--- src/rtl/frame_sequencer.sv ---
// Frame-timing controller for the orange-pixel datapath: camera strobes -> col/row/region + accumulate/decide/clear.
// Latency: accum_en/col/row/region one cycle after pix_valid; decide 2 cycles after the last href fall, clear one cycle later.
// No backpressure: the camera is free-running; short frames and bad line lengths are flagged on frame_err.
//
// Ports: clk/reset (async, active-high); enable, vsync, href, pix_valid, frame_skip[1:0] in;
//        col[8:0], row[7:0], region[1:0], accum_en, decide, clear, frame_err, busy, frame_count[15:0] out.
module frame_sequencer #(
  parameter int H_ACTIVE    = 320,
  parameter int V_ACTIVE    = 240,
  parameter int LEFT_END    = 70,
  parameter int RIGHT_START = 290
) (
  input  logic        clk,
  input  logic        reset,
  input  logic        enable,
  input  logic        vsync,
  input  logic        href,
  input  logic        pix_valid,
  input  logic [1:0]  frame_skip,
  output logic [8:0]  col,
  output logic [7:0]  row,
  output logic [1:0]  region,
  output logic        accum_en,
  output logic        decide,
  output logic        clear,
  output logic        frame_err,
  output logic        busy,
  output logic [15:0] frame_count
);

  localparam logic [8:0] H_W     = 9'(H_ACTIVE);
  localparam logic [8:0] LEFT_W  = 9'(LEFT_END);
  localparam logic [8:0] RIGHT_W = 9'(RIGHT_START);
  localparam logic [7:0] V_W     = 8'(V_ACTIVE);
  localparam logic [7:0] V_LAST  = 8'(V_ACTIVE - 1);

  typedef enum logic [2:0] {IDLE, SKIP, ARMED, LINE, GAP, DECIDE, CLEAR} state_t;

  state_t     state;
  logic       vsync_q, href_q;
  logic       vs_pend;   // vsync rise seen in DECIDE/CLEAR, served once back in IDLE
  logic       restart;   // CLEAR was entered by a short frame: go straight to ARMED
  logic [1:0] skip_cnt;
  logic [8:0] col_cnt;
  logic [7:0] row_cnt;

  logic       vs_rise, href_rise, href_fall;
  logic       pix_take;
  logic [8:0] col_nxt;

  assign vs_rise   = vsync & ~vsync_q;
  assign href_rise = href & ~href_q;
  assign href_fall = ~href & href_q;

  // A pixel counts while in LINE (including the cycle href falls, so it is taken
  // before the line closes) or on the very cycle href rises. A vsync rise wins:
  // that cycle belongs to the aborted frame.
  assign pix_take = pix_valid & ~vs_rise &
                    ((state == LINE) | (((state == ARMED) | (state == GAP)) & href_rise));
  assign col_nxt  = (pix_take && col_cnt < H_W) ? col_cnt + 9'd1 : col_cnt;

  function automatic logic [1:0] region_of(input logic [8:0] c);
    if (c < LEFT_W)       return 2'd0;
    else if (c < RIGHT_W) return 2'd1;
    else if (c < H_W)     return 2'd2;
    else                  return 2'd3;
  endfunction

  always_ff @(posedge clk or posedge reset) begin
    if (reset) begin
      state       <= IDLE;
      vsync_q     <= 1'b0;
      href_q      <= 1'b0;
      vs_pend     <= 1'b0;
      restart     <= 1'b0;
      skip_cnt    <= 2'd0;
      col_cnt     <= 9'd0;
      row_cnt     <= 8'd0;
      col         <= 9'd0;
      row         <= 8'd0;
      region      <= 2'd3;
      accum_en    <= 1'b0;
      decide      <= 1'b0;
      clear       <= 1'b0;
      frame_err   <= 1'b0;
      busy        <= 1'b0;
      frame_count <= 16'd0;
    end else begin
      vsync_q  <= vsync;
      href_q   <= href;
      accum_en <= 1'b0;
      decide   <= 1'b0;
      clear    <= 1'b0;

      if (pix_take) begin
        if (col_cnt < H_W) begin
          accum_en <= 1'b1;
          col      <= col_cnt;
          row      <= row_cnt;
          region   <= region_of(col_cnt);
        end else begin
          frame_err <= 1'b1;   // overlong line: pixel dropped
        end
        col_cnt <= col_nxt;
      end

      case (state)
        IDLE: begin
          vs_pend <= 1'b0;
          if ((vs_rise | vs_pend) & enable) begin
            busy <= 1'b1;
            if (skip_cnt == 2'd0) begin
              state     <= ARMED;
              frame_err <= 1'b0;
              skip_cnt  <= frame_skip;
              row_cnt   <= 8'd0;
              col_cnt   <= 9'd0;
            end else begin
              state    <= SKIP;
              skip_cnt <= skip_cnt - 2'd1;
            end
          end
        end
        SKIP: begin
          if (vs_rise) begin
            if (!enable) begin
              state <= IDLE;
              busy  <= 1'b0;
            end else if (skip_cnt == 2'd0) begin
              state     <= ARMED;
              frame_err <= 1'b0;
              skip_cnt  <= frame_skip;
              row_cnt   <= 8'd0;
              col_cnt   <= 9'd0;
            end else begin
              skip_cnt <= skip_cnt - 2'd1;
            end
          end
        end
        ARMED: begin
          if (href_rise && !vs_rise) state <= LINE;
        end
        LINE: begin
          if (vs_rise) begin
            frame_err <= 1'b1;
            restart   <= 1'b1;
            state     <= CLEAR;
          end else if (href_fall) begin
            if (col_nxt != H_W) frame_err <= 1'b1;
            col_cnt <= 9'd0;
            row_cnt <= (row_cnt < V_W) ? row_cnt + 8'd1 : row_cnt;
            state   <= (row_cnt == V_LAST) ? DECIDE : GAP;
          end
        end
        GAP: begin
          if (vs_rise) begin
            frame_err <= 1'b1;
            restart   <= 1'b1;
            state     <= CLEAR;
          end else if (href_rise) begin
            state <= LINE;
          end
        end
        DECIDE: begin
          decide      <= 1'b1;
          frame_count <= frame_count + 16'd1;
          state       <= CLEAR;
          if (vs_rise) vs_pend <= 1'b1;
        end
        CLEAR: begin
          clear <= 1'b1;
          if (restart) begin
            // The vsync that cut the frame short is the start of this one.
            restart   <= 1'b0;
            state     <= ARMED;
            frame_err <= 1'b0;
            skip_cnt  <= frame_skip;
            row_cnt   <= 8'd0;
            col_cnt   <= 9'd0;
          end else begin
            if (vs_rise) vs_pend <= 1'b1;
            state <= IDLE;
            busy  <= 1'b0;
          end
        end
        default: begin
          state <= IDLE;
          busy  <= 1'b0;
        end
      endcase
    end
  end

endmodule

--- config.mk ---
export PLATFORM = sky130hd
export DESIGN_NAME = frame_sequencer
export DESIGN_NICKNAME = d
export VERILOG_FILES = /design/src/rtl/frame_sequencer.sv
export SDC_FILE = /design/constraint.sdc
export NUM_CORES = 1
export LEC_CHECK = 0
export CAP_MARGIN = 10
export CELL_PAD_IN_SITES_DETAIL_PLACEMENT = 2
export CELL_PAD_IN_SITES_GLOBAL_PLACEMENT = 2
export CORE_ASPECT_RATIO = 1.25
export CORE_MARGIN = 2
export CORE_UTILIZATION = 34
export DETAILED_ROUTE_END_ITERATION = 8
export GPL_ROUTABILITY_DRIVEN = 0
export GPL_TIMING_DRIVEN = 0
export PLACE_DENSITY = 0.87
export RECOVER_POWER = 100
export SLEW_MARGIN = 20
export SYNTH_ARGS = -nofsm -noshare
export SYNTH_HDL_FRONTEND = slang
export SYNTH_SLANG_ARGS = --single-unit
export TNS_END_PERCENT = 1
--- constraint.sdc ---
create_clock -name clk -period 2.8 [get_ports clk]
set_clock_uncertainty 0.1 [all_clocks]
set_input_delay 0.28 -clock clk [delete_from_list [all_inputs] [get_ports clk]]
set_output_delay 0.28 -clock clk [all_outputs]
set_load 0.05 [all_outputs]
==> impl_metrics.ini <==
[run_status]
status = finished, final reports clean

[power]
combPwrFrac = 0.367
p_sw_uw = 1570
switching_share = 0.396
p_leak_uw = 0.00200
seqPwrFrac = 0.337
power.internal_uw = 2390
peakVddDrop_mv = 0.413
power_frac_clock = 0.296
p_per_area_nw_per_um2 = 909

[sta]
maxSlewHeadroom = 0.0873
fmax_mhz = 382
grt_setup_unrepaired = no
setup_viol = 0
worst_slew_pin_slew_ps = 1370
hold_viol = 0
final_max_slew_viol_count = 0
layout_min_cycle_time_ps = 2620
tns_ps = 0
hold_slack_ps = 368
finalCritPeriodShare = 0.935
setup_slack_ps = 182

[setup_path]
cp_cell_sequence = dlygate4sd3_1 -> nand2b_1 -> nand2_1 -> a21oi_4 -> nand2_2 -> inv_4 -> mux2_2 -> nor4_1 -> a41oi_1
cp.arrival_ps = 2680
crit_buf_inv = 2
critPathKind = in -> reg
worst_setup_path_start_kind = input port
worstPathRequired_ps = 2870
critPathMaxFanout = 10
crit_path_end_kind = flop
cpPeakStageDelay_ps = 570
slowest_stage = dlygate4sd3_1
critPathTopFamily = simple AND/OR/NAND/NOR gates

[min_path]
worstHoldPathType = in -> async

[route]
dr_wl_met2_um = 5970
drtAntennaViolNets = 0
drcViolationCount = 0
via_per_inst = 5.43
routed.top_layer = met4
met1_length_um = 4550
drt_wl_total_um = 10900
drt_first_iter_violations = 82
drt_first_pass_iters = 4
wl_per_cell_um = 20.4
routed-wl-met3_um = 245
dr_total_vias = 2890

[cts]
cts_buffers = 9
clk_pin_slew_ps = 60
clockBufferDepth = 2
clk_latency_ps = 330
cts_tree = done
cts.sinks = 66
root_buffer = clkbuf_16
ctsHoldBuffers = 0
htreeDepth = 3

[synth]
synthArstFlopShare = 1.00
ys.flop_type = dfrtp_1
avgSynthCellArea_um2 = 9.93
synth-seq-cells = 66
synth_area_um2 = 3370
ys_seq_area_frac = 0.491
ys_warn_count = 0
synthCells = 339
ys_types = 56
syn-num-nets = 350
synth_enable_flop_cells = 0

[global_routing]
grt_pass1_wl_um = 17700
antenna_found_initial = 0
grt.total_usage = 0.217
grt_max_degree = 55
grt_pass1_vias = 3257
grt-ovfl-total = 0

[layout]
regArea_um2 = 1650
nNetsFinal = 413
area_growth_pct = 29.4
final_cell_mix = dfrtp_1 (64), dlygate4sd3_1 (43), nor2_1 (34)
drive_above_1_share = 0.133
final_common_cell = dfrtp_1
multiInputGateArea_um2 = 1600
num-fill-cells = 1053
n_antenna_cell = 0

[floorplan]
rows = 40
start_util = 0.350
dieHeight_um = 115
die_width_um = 93.0
io_pins = 48
die_area_um2 = 10700
core_area_um2 = 9610

[placement]
hpwl_um = 7620
port_buffers = 47
pre_cts_ws_ps = -413

[job]
drv_cap = 0
==> cell families (layout without fill, tap and decap cells) <==
kind of cell | Yosys count | count (layout) | synth area share
mux | 21 | 21 | 0.0691
buf+inv | 28 | 95 | 0.0372
xor+xnor | 25 | 25 | 0.0650
simple gates | 126 | 126 | 0.191
flops | 66 | 66 | 0.491
fa+ha+maj | 3 | 3 | 0.0111
compound gates | 70 | 70 | 0.136
==> cell type report <==
cell class,instances,area share
inverter,10,0.0103
sequential,66,0.380
multi-input combinational,245,0.367
tap,126,0.0362
clock buffer,13,0.0620
buffer,17,0.0192
timing repair buffer,53,0.118
clock inverter,2,0.00804
==> sequential cells by signal (all words and copies together) (netlist names), 2 cells and up <==
| signal | count |
|---|---|
| skip_cnt | 2 |
| col_cnt | 9 |
| region | 2 |
| row | 8 |
| col | 9 |
| frame_count | 16 |
| state | 3 |
| row_cnt | 8 |
==> per-layer routing <==
layer / up-vias / GRT usage
li1: 1321 / -
met1: 1509 / 0.255
met2: 49 / 0.401
met3: 11 / 0.0452
met4: 0 / 0.0539
met5: - / 0
==> worst register-to-register path, stage by stage (launching register included) <==
cell and delay, ps:
dfrtp_1 480, buf_4 230, nand2_1 110, or3_1 370
a21o_1 220, a211o_1 270, buf_6 140, nor4_2 290
xnor2_1 120, a31oi_1 180
==> cell usage after synthesis, types with 3 or more instances <==
cell type | n | area (µm²)
dfrtp_1 | 64 | 1600
nor2_1 | 35 | 131
nand2_1 | 30 | 113
o21ai_0 | 22 | 110
mux2_2 | 18 | 203
xnor2_1 | 18 | 158
a21oi_1 | 14 | 70.1
clkbuf_1 | 14 | 52.6
nand3_1 | 13 | 65.1
nand4_1 | 10 | 62.6
inv_1 | 7 | 26.3
nand2b_1 | 7 | 43.8
xor2_1 | 7 | 61.3
nand3b_1 | 5 | 37.5
and3_1 | 4 | 25.0
or3_1 | 4 | 25.0
a211o_1 | 3 | 26.3
a21o_1 | 3 | 22.5
ha_1 | 3 | 37.5
mux2i_1 | 3 | 30.0
nor3_1 | 3 | 15.0
nor4_1 | 3 | 18.8
o21a_1 | 3 | 22.5
==> repair_timing <==
action                     in CTS  in global routing
setup buffers                   0                  5
gates resized for setup         4                  3
pin swaps                       0                  1
setup endpoints to repair      12                  1
==> metrics by stage <==
step / cells / utilization / cell area [µm²] / total power, µW
after CTS: 528 / 0.452 / 4350 / 4010
after floorplan: 339 / - / 3370 / 2290
after global placement: 512 / 0.416 / 4000 / 2690
after detailed placement: 513 / 0.419 / 4030 / 2780
final: 532 / 0.453 / 4360 / 3960
after global routing: 532 / 0.453 / 4360 / 4180
==> path summary, 6_finish.rpt <==
kind,startpoint,slack [ps],end,depth (start not counted)
min,reset,370,col_cnt[7]$_DFF_PP0_,2
min reg2reg,frame_count[15]$_DFFE_PP0P_,370,frame_count[15]$_DFFE_PP0P_,1
max,vsync,180,frame_err$_DFF_PP0_,9
min in group clk,frame_count[15]$_DFFE_PP0P_,370,frame_count[15]$_DFFE_PP0P_,1
max reg2reg,state[0]$_DFFE_PP0P_,200,row_cnt[5]$_DFFE_PP0P_,9
max in group asynchronous,reset,520,frame_count[4]$_DFFE_PP0P_,3
==> power groups by stage <==
stage / combinational (µW) / sequential (µW) / clock, µW
floorplan: 705 / 1580 / 0
global placement: 1380 / 1310 / 0
detailed placement: 1450 / 1340 / 0
CTS: 1480 / 1330 / 1190
global route: 1590 / 1360 / 1230
finish: 1450 / 1330 / 1170
Note: power is estimated with default switching activity, not from simulation.
